$ cat src/rtl/display_sched_pkg.sv
// Shared definitions for the seven-digit display scheduler and the setting block.
// Holds panel geometry, the blank pattern, the mode enum and small index helpers.
package display_sched_pkg;

   localparam int         NUM_DIGITS = 7;
   localparam logic [6:0] LED_NULL   = 7'h7F;

   typedef enum logic [1:0] {
      RUN   = 2'd0,
      PAUSE = 2'd1,
      EDIT  = 2'd2
   } state_e;

   // Active-low enable for one digit; digit 0 lives on bit 6.
   function automatic logic [6:0] digit_enable_n(input logic [2:0] digit);
      digit_enable_n = ~(7'b100_0000 >> digit);
   endfunction

   function automatic logic [2:0] slot_index(input logic [2:0] digit, input logic [2:0] offset);
      logic [3:0] sum;
      sum = {1'b0, digit} + {1'b0, offset};
      if (sum >= 4'd7) begin
         sum = sum - 4'd7;
      end
      slot_index = sum[2:0];
   endfunction

endpackage

$ cat src/rtl/display_sched_if.sv
// Panel-side bus of the display scheduler: character codes, setting pass-through and panel drive.
interface display_sched_if;
   import display_sched_pkg::*;

   logic [7*NUM_DIGITS-1:0] char_code;
   logic [6:0]              edit_trans;
   logic [6:0]              edit_seg;
   logic                    edit_mode;
   logic [6:0]              trans;
   logic [6:0]              led7seg;
   logic [2:0]              offset;

   modport master (
      output char_code, edit_trans, edit_seg,
      input  edit_mode, trans, led7seg, offset
   );

   modport slave (
      input  char_code, edit_trans, edit_seg,
      output edit_mode, trans, led7seg, offset
   );

endinterface

$ cat src/rtl/display_sched_table_char.sv
// Character-code to active-low segment decoder with a registered, load-enabled output.
// Codes 0-15 are hex glyphs; every other code renders as a dash.
module table_char
   import display_sched_pkg::*;
(
   input  logic       clk,
   input  logic       rst,
   input  logic       load,
   input  logic [6:0] code,
   output logic [6:0] seg
);

   logic [6:0] seg_q;
   logic [6:0] seg_d;
   logic [6:0] pattern;

   always_comb begin
      case (code)
         7'd0:    pattern = 7'h40;
         7'd1:    pattern = 7'h79;
         7'd2:    pattern = 7'h24;
         7'd3:    pattern = 7'h30;
         7'd4:    pattern = 7'h19;
         7'd5:    pattern = 7'h12;
         7'd6:    pattern = 7'h02;
         7'd7:    pattern = 7'h78;
         7'd8:    pattern = 7'h00;
         7'd9:    pattern = 7'h10;
         7'd10:   pattern = 7'h08;
         7'd11:   pattern = 7'h03;
         7'd12:   pattern = 7'h46;
         7'd13:   pattern = 7'h21;
         7'd14:   pattern = 7'h06;
         7'd15:   pattern = 7'h0E;
         default: pattern = 7'h3F;
      endcase
   end

   // Only reload at the start of a slot so a digit never changes glyph mid-slot.
   always_comb begin
      seg_d = seg_q;
      if (load) begin
         seg_d = pattern;
      end
   end

   always_ff @(posedge clk or negedge rst) begin
      if (!rst) begin
         seg_q <= LED_NULL;
      end else begin
         seg_q <= seg_d;
      end
   end

   assign seg = seg_q;

endmodule

$ cat src/rtl/display_sched.sv
// Display scheduler top: mode FSM, pause control, digit-scan and scroll timing,
// and the registered panel drive shared between RUN/PAUSE scanning and EDIT pass-through.
module display_sched
   import display_sched_pkg::*;
#(
   parameter int SCAN_DIV   = 25000,
   parameter int SCROLL_DIV = 12500000
) (
   input  logic             clk,
   input  logic             rst,
   input  logic             mode_btn,
   input  logic             pause_btn,
   display_sched_if.slave   bus
);

   localparam int SCAN_W   = (SCAN_DIV > 0)   ? $clog2(SCAN_DIV + 1)   : 1;
   localparam int SCROLL_W = (SCROLL_DIV > 0) ? $clog2(SCROLL_DIV + 1) : 1;

   state_e              state_q, state_d;
   logic [SCAN_W-1:0]   scan_cnt_q, scan_cnt_d;
   logic [2:0]          digit_q, digit_d;
   logic [SCROLL_W-1:0] scroll_cnt_q, scroll_cnt_d;
   logic [2:0]          offset_q, offset_d;
   logic                pend_q, pend_d;
   logic                edit_mode_q, edit_mode_d;
   logic [6:0]          trans_q, trans_d;
   logic [6:0]          edit_seg_q, edit_seg_d;

   logic                scroll_en;
   logic                scroll_clr;
   logic                scan_wrap;
   logic                frame_wrap;
   logic                scroll_wrap;
   logic                slot_load;
   logic [5:0]          slot_base;
   logic [6:0]          slot_code;
   logic [6:0]          tbl_seg;

   always_ff @(posedge clk or negedge rst) begin
      if (!rst) begin
         state_q <= RUN;
      end else begin
         state_q <= state_d;
      end
   end

   // A mode pulse always wins over a simultaneous pause pulse.
   always_comb begin
      state_d = state_q;
      case (state_q)
         RUN: begin
            if (mode_btn)       state_d = EDIT;
            else if (pause_btn) state_d = PAUSE;
         end
         PAUSE: begin
            if (mode_btn)       state_d = EDIT;
            else if (pause_btn) state_d = RUN;
         end
         EDIT: begin
            if (mode_btn)       state_d = RUN;
         end
         default: state_d = RUN;
      endcase
   end

   always_comb begin
      scroll_en   = (state_q == RUN);
      scroll_clr  = (state_q == EDIT) && mode_btn;
      edit_mode_d = (state_q == EDIT);
   end

   // A scroll step is parked until the frame ends so one frame never mixes offsets.
   always_comb begin
      scan_wrap    = (scan_cnt_q == SCAN_W'(SCAN_DIV));
      frame_wrap   = scan_wrap && (digit_q == 3'(NUM_DIGITS - 1));
      scroll_wrap  = scroll_en && (scroll_cnt_q == SCROLL_W'(SCROLL_DIV));

      scan_cnt_d   = scan_wrap ? '0 : scan_cnt_q + SCAN_W'(1);
      digit_d      = digit_q;
      if (scan_wrap) begin
         digit_d = frame_wrap ? 3'd0 : digit_q + 3'd1;
      end

      scroll_cnt_d = scroll_cnt_q;
      if (scroll_en) begin
         scroll_cnt_d = scroll_wrap ? '0 : scroll_cnt_q + SCROLL_W'(1);
      end

      offset_d = offset_q;
      pend_d   = pend_q | scroll_wrap;
      if (frame_wrap && pend_d) begin
         offset_d = (offset_q == 3'(NUM_DIGITS - 1)) ? 3'd0 : offset_q + 3'd1;
         pend_d   = 1'b0;
      end

      if (scroll_clr) begin
         scroll_cnt_d = '0;
         offset_d     = 3'd0;
         pend_d       = 1'b0;
      end
   end

   always_comb begin
      slot_load  = (scan_cnt_q == '0);
      slot_base  = 6'(slot_index(digit_q, offset_q)) * 6'd7;
      slot_code  = bus.char_code[slot_base +: 7];
      edit_seg_d = bus.edit_seg;
      if (state_q == EDIT) begin
         trans_d = bus.edit_trans;
      end else if (slot_load) begin
         trans_d = LED_NULL;
      end else begin
         trans_d = digit_enable_n(digit_q);
      end
   end

   table_char u_table_char (
      .clk  (clk),
      .rst  (rst),
      .load (slot_load),
      .code (slot_code),
      .seg  (tbl_seg)
   );

   always_ff @(posedge clk or negedge rst) begin
      if (!rst) begin
         scan_cnt_q   <= '0;
         digit_q      <= 3'd0;
         scroll_cnt_q <= '0;
         offset_q     <= 3'd0;
         pend_q       <= 1'b0;
         edit_mode_q  <= 1'b0;
         trans_q      <= LED_NULL;
         edit_seg_q   <= LED_NULL;
      end else begin
         scan_cnt_q   <= scan_cnt_d;
         digit_q      <= digit_d;
         scroll_cnt_q <= scroll_cnt_d;
         offset_q     <= offset_d;
         pend_q       <= pend_d;
         edit_mode_q  <= edit_mode_d;
         trans_q      <= trans_d;
         edit_seg_q   <= edit_seg_d;
      end
   end

   // Both segment sources are registers and the select is registered, so outputs stay flop-driven.
   assign bus.trans     = trans_q;
   assign bus.led7seg   = edit_mode_q ? edit_seg_q : tbl_seg;
   assign bus.edit_mode = edit_mode_q;
   assign bus.offset    = offset_q;

endmodule
$ cat src/flat_wrapper.sv
// flat-port wrapper written by rule: the top's interface ports become plain ports
module display_sched_flat import display_sched_pkg::*;
#(
   parameter int SCAN_DIV   = 25000,
   parameter int SCROLL_DIV = 12500000
)
  (clk, rst, mode_btn, pause_btn, bus_char_code, bus_edit_trans, bus_edit_seg, bus_edit_mode, bus_trans, bus_led7seg, bus_offset);
  display_sched_if bus_i ();
  input  logic clk;
  input  logic rst;
  input  logic mode_btn;
  input  logic pause_btn;
  input wire logic [$bits(bus_i.char_code)-1:0] bus_char_code;
  input wire logic [$bits(bus_i.edit_trans)-1:0] bus_edit_trans;
  input wire logic [$bits(bus_i.edit_seg)-1:0] bus_edit_seg;
  output wire logic [$bits(bus_i.edit_mode)-1:0] bus_edit_mode;
  output wire logic [$bits(bus_i.trans)-1:0] bus_trans;
  output wire logic [$bits(bus_i.led7seg)-1:0] bus_led7seg;
  output wire logic [$bits(bus_i.offset)-1:0] bus_offset;
  assign bus_i.char_code = bus_char_code;
  assign bus_i.edit_trans = bus_edit_trans;
  assign bus_i.edit_seg = bus_edit_seg;
  assign bus_edit_mode = bus_i.edit_mode;
  assign bus_trans = bus_i.trans;
  assign bus_led7seg = bus_i.led7seg;
  assign bus_offset = bus_i.offset;
  display_sched #(.SCAN_DIV(SCAN_DIV), .SCROLL_DIV(SCROLL_DIV)) u_core (.clk(clk), .rst(rst), .mode_btn(mode_btn), .pause_btn(pause_btn), .bus(bus_i));
endmodule
$ cat config.mk
export PLATFORM = sky130hd
export DESIGN_NAME = display_sched_flat
export DESIGN_NICKNAME = d
export VERILOG_FILES = /design/src/rtl/display_sched_pkg.sv /design/src/rtl/display_sched_if.sv /design/src/rtl/display_sched_table_char.sv /design/src/rtl/display_sched.sv /design/src/flat_wrapper.sv
export SDC_FILE = /design/constraint.sdc
export NUM_CORES = 1
export LEC_CHECK = 0
export ABC_AREA = 1
export ABC_CLOCK_PERIOD_IN_PS = 9500
export CORE_MARGIN = 2
export CORE_UTILIZATION = 58
export CTS_CLUSTER_SIZE = 40
export DETAILED_ROUTE_END_ITERATION = 8
export HOLD_SLACK_MARGIN = 0.08
export MAX_ROUTING_LAYER = met4
export PLACE_DENSITY = 0.94
export SYNTH_ARGS = -nofsm -noshare
export SYNTH_HDL_FRONTEND = slang
export SYNTH_HIERARCHICAL = 1
export SYNTH_SLANG_ARGS = --single-unit
export TNS_END_PERCENT = 1
$ cat constraint.sdc
create_clock -name clk -period 9.5 [get_ports clk]
set_input_delay 1.9 -clock clk [delete_from_list [all_inputs] [get_ports clk]]
set_output_delay 1.9 -clock clk [all_outputs]
set_load 0.01 [all_outputs]
==> impl_metrics.ini, run 1 <==
[status]
status = complete, no violations

[place]
place_area_mm2 = 0.00585
place_hpwl_mm = 9.53
io_buffers = 84
dp_cells = 856
gp_congestion = 0.933
dp_worst_setup_slack_ps = 5580

[cts]
numCtsBuffers = 9
cts.path.max_buffers = 2
cts_tree = done
clkSlewWorstSetupHoldPaths_ps = 80
insertion_delay_ps = 350
ctsRootBufferMaster = clkbuf_8
cts_hold_buf = 0
cts.sinks = 70
cts_setup_buffers = 0
cts_resized = 0
htreeDepth = 3

[die]
dieArea_mm2 = 0.00937
core_mm2 = 0.00830
fp-row-count = 33
pin_count = 85
dieWidth_um = 96.8
initial_core_util_pct = 60.2
die-height_um = 96.8

[timing]
grt_setup_unrepaired = false
tns_ps = 0
slew_viol_final = 0
finalCritPeriodShare_pct = 41.9
setup_viol = 0
maxSlewHeadroom_pct = 41.6
fmax_mhz = 251
fin_ws_ps = 5520
hold_violations = 0
fin_crit_ps = 3980
fin_hold_ws_ps = 479
skew_ps = 11.8
worstMarginPinSlew_ps = 876

[routing]
routed_wirelength_mm = 13.3
first_pass_iters = 5
viasPerCell = 5.70
vias = 4968
wl_per_cell_um = 15.3
post-route-drc-count = 0
initialDrtViolationCount = 496
drtAntennaViolNets = 0

[power]
p_comb_share_pct = 18.1
leakage_nw = 2.96
seqPwrFrac_pct = 43.1
p_total_mw = 0.775
p_int_mw = 0.569
vdd_ir_drop_max_uv = 85.8
power_frac_clock_pct = 38.9
switching_share_pct = 26.6
p_sw_mw = 0.206
p_per_area_mw_per_mm2 = 127

[finish]
fin_util_pct = 73.5
diodes = 0
mostFrequentLayoutCells = nand2_1, inv_1, clkdlybuf4s50_1
final_area_mm2 = 0.00610
stdcell_count = 872
syn_to_final_growth_pct = 22.2
drive_gt1_share_pct = 13.6
fin_nets = 851
layout_commonest_cell = nand2_1

[synthesis]
ys_ff_latch = 70
ys_warn_count = 6
syn_nets = 769
synth_cell_types = 46
syn_area_per_cell_um2 = 7.34
synth_seq_area_share_pct = 35.6
synthesis.area_mm2 = 0.00499
synthCells = 680

[grt]
grt.met3_usage_pct = 4.99
grt_pass1_vias = 4872
met2_usage_pct = 49.9
grt.total_usage_pct = 29.5
grt_pass1_wl_mm = 22.3
busiest_layer = met2
grt_max_degree = 71
grt_util_met1_pct = 35.1
grt.overflow.total = 0
antenna_found_initial = 0

[critical_path]
critPathKind = reg -> reg
cp-start-kind = flip-flop
worstPathMaxFanout = 22
required_ps = 9800
crit_chain = ha_1 -> fa_1 -> ha_1 -> nand3_4 -> nand3_1 -> nand2_1 -> nand2_1 -> nand3_1 -> nand2_1 -> nand2_1 -> nand2_1 -> inv_1 -> ha_1 -> nand2_2 -> nand3_1 -> nand3_1 -> nand2_1 -> inv_1
critPathMostFrequentCell = nand2_1
critPathArrivalTime_ps = 4280
max_stage_delay_ps = 630
end_kind = flip-flop
crit_buf_inv = 2
critical-path-top-delay-family = simple AND/OR/NAND/NOR gates
crit_slowest_cell = nand3_1

[hold_path]
hold_path_class = reg -> reg

[run]
drv_cap = 0
## sequential cells by signal, summed over array words and instances, names as in the netlist
register                 flops
u_core/bus.edit_mode         1
u_core/bus.offset            3
u_core/bus.trans             7
u_core/digit_q               3
u_core/edit_seg_q            7
u_core/pend_q                1
u_core/scan_cnt_q           15
u_core/scroll_cnt_q         24
u_core/state_q               2
u_core/u_table_char/seg      7
## layer usage
metal,wire length (µm),up-vias
met2,6680,264
met1,5220,2328
met5,0,-
met3,1050,40
met4,352,0
li1,-,2336
## worst min-delay path: stages (launching register included)
cell and delay [ps]:
dfstp_2 370, nand2_1 50, nand2_1 50
## power groups by stage
stage / Combinational (mW) / Sequential [mW] / Clock [mW]
3_5_place_dp: 0.137 / 0.338 / 0
3_3_place_gp: 0.133 / 0.337 / 0
2_1_floorplan: 0.0715 / 0.336 / 0
6_report: 0.140 / 0.334 / 0.301
5_1_grt: 0.153 / 0.336 / 0.320
4_1_cts: 0.139 / 0.333 / 0.306
## worst paths after layout
path                                            start                          to  slack [ps]  cells past startpoint
setup / recovery                 u_core/bus.offset[0]  u_core/u_table_char/seg[3]        5520                     18
hold / removal             u_core/u_table_char/seg[6]  u_core/u_table_char/seg[6]         480                      2
setup reg to reg                 u_core/bus.offset[0]  u_core/u_table_char/seg[3]        5520                     18
hold reg to reg            u_core/u_table_char/seg[6]  u_core/u_table_char/seg[6]         480                      2
max in group asynchronous                         rst      u_core/scroll_cnt_q[8]        7180                      2
min in group asynchronous                         rst     u_core/scroll_cnt_q[20]        1740                      2
## cell usage after synthesis (all sizes together)
cell | n | area [µm²]
a211oi | 2 | 15.0
a21o | 1 | 7.51
a21oi | 19 | 95.1
a31oi | 3 | 18.8
buf | 14 | 118
clkbuf | 1 | 3.75
clkinv | 1 | 3.75
dfrtp | 49 | 1230
dfstp | 21 | 552
fa | 1 | 20.0
ha | 21 | 263
inv | 114 | 438
mux2 | 7 | 78.8
nand2 | 158 | 681
nand3 | 90 | 528
nand3b | 15 | 113
nand4 | 12 | 75.1
nor2 | 90 | 384
nor3 | 23 | 125
nor3b | 3 | 22.5
nor4 | 6 | 37.5
o211a | 1 | 10.0
o21a | 1 | 7.51
o21ai | 15 | 78.8
o21bai | 1 | 7.51
o22ai | 1 | 6.26
or2 | 4 | 25.0
xnor2 | 2 | 17.5
xor2 | 4 | 35.0
## layout make-up
cell class	count	area, µm²
Multi-Input combinational cell	480	2650
Inverter	115	442
Clock buffer	11	141
Timing Repair Buffer	86	851
Sequential cell	70	1780
Clock inverter	5	106
Tap cell	105	131
Fill cell	592	2200
## cells by family after synthesis
| group | synth area share, % |
|---|---|
| AO/OA/AOI/OAI | 4.94 |
| XOR/XNOR | 1.05 |
| adder cells (fa/ha/maj) | 5.66 |
| buffers and inverters | 11.3 |
| flip-flops | 35.6 |
| multiplexers | 1.58 |
| AND/OR/NAND/NOR | 39.9 |
Power figures use the tool's default switching activity.
==> run 2: changes to the inputs <==
Settings changed: ABC_CLOCK_PERIOD_IN_PS 9500 to 3500, CORE_UTILIZATION 58 to 49, PLACE_DENSITY 0.94 to 0.86.
Clock period 9.5 ns to 3.5 ns, I/O delays scaled along.
==> run 2 against run 1 <==
Clock skew grew 1.6 ps. First-iteration DRC count decreased by 34%. Clock-buffer cell count shrank 2. Worst setup slack got worse by 5300 ps. Sequential cell count did not move. Global-route usage is 4.0 points lower. Sequential share of layout area fell by 0.48 points. Routed wire length down 2.9%. Critical path type unchanged.
==> impl_metrics.ini, run 2 (synthesis results as in run 1) <==
[die]
dieWidth_um = 105
pin_count = 85
dieArea_mm2 = 0.0110
core_mm2 = 0.00982
initial_core_util_pct = 50.8
fp-row-count = 36
die-height_um = 105

[finish]
fin_nets = 858
syn_to_final_growth_pct = 24.3
mostFrequentLayoutCells = nand2_1, inv_1, clkdlybuf4s50_1
diodes = 0
layout_commonest_cell = nand2_1
fin_util_pct = 63.2
largestRegisters = u_core/scroll_cnt_q: 24 flops, u_core/scan_cnt_q: 15 flops
top_register = u_core/scroll_cnt_q
drive_gt1_share_pct = 15.4
largest_reg_flops = 24

[routing]
drtAntennaViolNets = 0
post-route-drc-count = 0
initialDrtViolationCount = 328
vias = 4846
wl_per_cell_um = 14.2
routed_wirelength_mm = 12.9
first_pass_iters = 5
viasPerCell = 5.34

[power]
leakage_nw = 2.99
p_comb_share_pct = 18.7
power_frac_clock_pct = 37.0
seqPwrFrac_pct = 44.3
p_per_area_mw_per_mm2 = 329
p_sw_mw = 0.579
switching_share_pct = 28.4
vdd_ir_drop_max_uv = 234
p_int_mw = 1.46

[grt]
antenna_found_initial = 0
grt.total_usage_pct = 25.4
met2_usage_pct = 40.5
grt.overflow.total = 0
busiest_layer = met2
grt_pass1_vias = 4842
grt_pass1_wl_mm = 22.5
grt.met3_usage_pct = 3.93
grt_max_degree = 44
grt_util_met1_pct = 33.2

[critical_path]
cp-start-kind = flip-flop
critPathArrivalTime_ps = 3550
critPathKind = reg -> reg
max_stage_delay_ps = 540
crit_chain = ha_1 -> fa_1 -> ha_2 -> nand3_4 -> nand2_4 -> nand2_2 -> nand2_2 -> nand3_1 -> nand2_1 -> nand2_1 -> nand2_2 -> inv_1 -> ha_1 -> nand2_2 -> nand3_1 -> nand3_1 -> nand2_1 -> inv_1
critPathMostFrequentCell = nand2_2
worstPathMaxFanout = 8
end_kind = flip-flop
crit_slowest_cell = fa_1
required_ps = 3810

[cts]
cts_hold_buf = 0
insertion_delay_ps = 360
cts_setup_buffers = 0
cts.sinks = 70
cts.path.max_buffers = 2
cts_tree = done
numCtsBuffers = 9
ctsRootBufferMaster = clkbuf_8
clkSlewWorstSetupHoldPaths_ps = 90
htreeDepth = 3

[timing]
fin_hold_ws_ps = 355
grt_setup_unrepaired = false
fin_crit_ps = 3250
finalCritPeriodShare_pct = 92.7
setup_viol = 0
fmax_mhz = 308
skew_ps = 13.4
worstMarginPinSlew_ps = 637
tns_ps = 0
hold_violations = 0
slew_viol_final = 0
maxSlewHeadroom_pct = 57.5

[run]
drv_cap = 0

[hold_path]
hold_path_class = in -> async

[status]
status = complete, no violations

[place]
gp_congestion = 0.988
place_hpwl_mm = 9.70
io_buffers = 84
-- run 2: cell count changes in the layout (fill, tap and decap cells not counted), sizes merged --
| cell | previous run | this run |
|---|---|---|
| inv | 115 | 116 |
| clkinv | 1 | 4 |
| bufinv | 3 | 2 |
| clkinvlp | 1 | 0 |
| buf | 3 | 10 |
| clkbuf | 11 | 9 |
-- run 2: timing repair --
action,4_1_cts,5_1_grt
hold endpoints to repair,0,0
resized for setup,0,9
setup endpoints to repair,0,7
-- run 2: worst paths after layout --
path,startpoint,end,slack [ps],cells past startpoint
worst max register to register,u_core/digit_q[0],u_core/u_table_char/seg[3],250,18
max in group asynchronous,rst,u_core/bus.trans[0],2420,2
worst min register to register,u_core/u_table_char/seg[6],u_core/u_table_char/seg[6],470,2
worst min-delay path,rst,u_core/scroll_cnt_q[8],350,1
min in group clk,u_core/u_table_char/seg[6],u_core/u_table_char/seg[6],470,2
worst max-delay path,u_core/digit_q[0],u_core/u_table_char/seg[3],250,18
-- run 2: metal layers --
layer  vias to the layer above  wire length (µm)
met5                         -                 0
met4                         0               332
met3                        29               791
met2                       196              6050
met1                      2275              5750
li1                       2346                 -
-- run 2: cell type report --
| class | instances | area, µm² |
|---|---|---|
| fill | 878 | 3610 |
| tap | 133 | 166 |
| clock buffer | 9 | 124 |
| clock inverter | 7 | 106 |
| inverter | 115 | 444 |
| sequential | 70 | 1780 |
| timing repair buffer | 93 | 916 |
| multi-input combinational | 480 | 2670 |
-- run 2: stage by stage --
stage / instances / setup slack (ps) / instance area [µm²] / total power [mW]
after floorplan: 680 / 441 / 4990 / 1.11
after global placement: 891 / 248 / 5950 / 1.29
after detailed placement: 891 / 66.5 / 5950 / 1.30
after CTS: 907 / 70.9 / 6180 / 2.06
after global routing: 907 / 4.07 / 6210 / 2.14
final: 907 / 255 / 6210 / 2.04
-- run 2: power groups by stage --
| stage | Sequential, mW | Combinational [mW] | Clock, mW |
|---|---|---|---|
| after detailed placement | 0.918 | 0.378 | 0 |
| after global placement | 0.916 | 0.370 | 0 |
| after floorplan | 0.912 | 0.194 | 0 |
| after global routing | 0.911 | 0.423 | 0.808 |
| after CTS | 0.904 | 0.381 | 0.775 |
| final | 0.904 | 0.382 | 0.755 |
-- run 2: worst max-delay path, delay by kind of cell (launching register included) --
family	cells	cell delay, ps
buffers and inverters	2	180
adders and majority gates	4	1340
DFF	1	450
and+or+nand+nor	12	1240
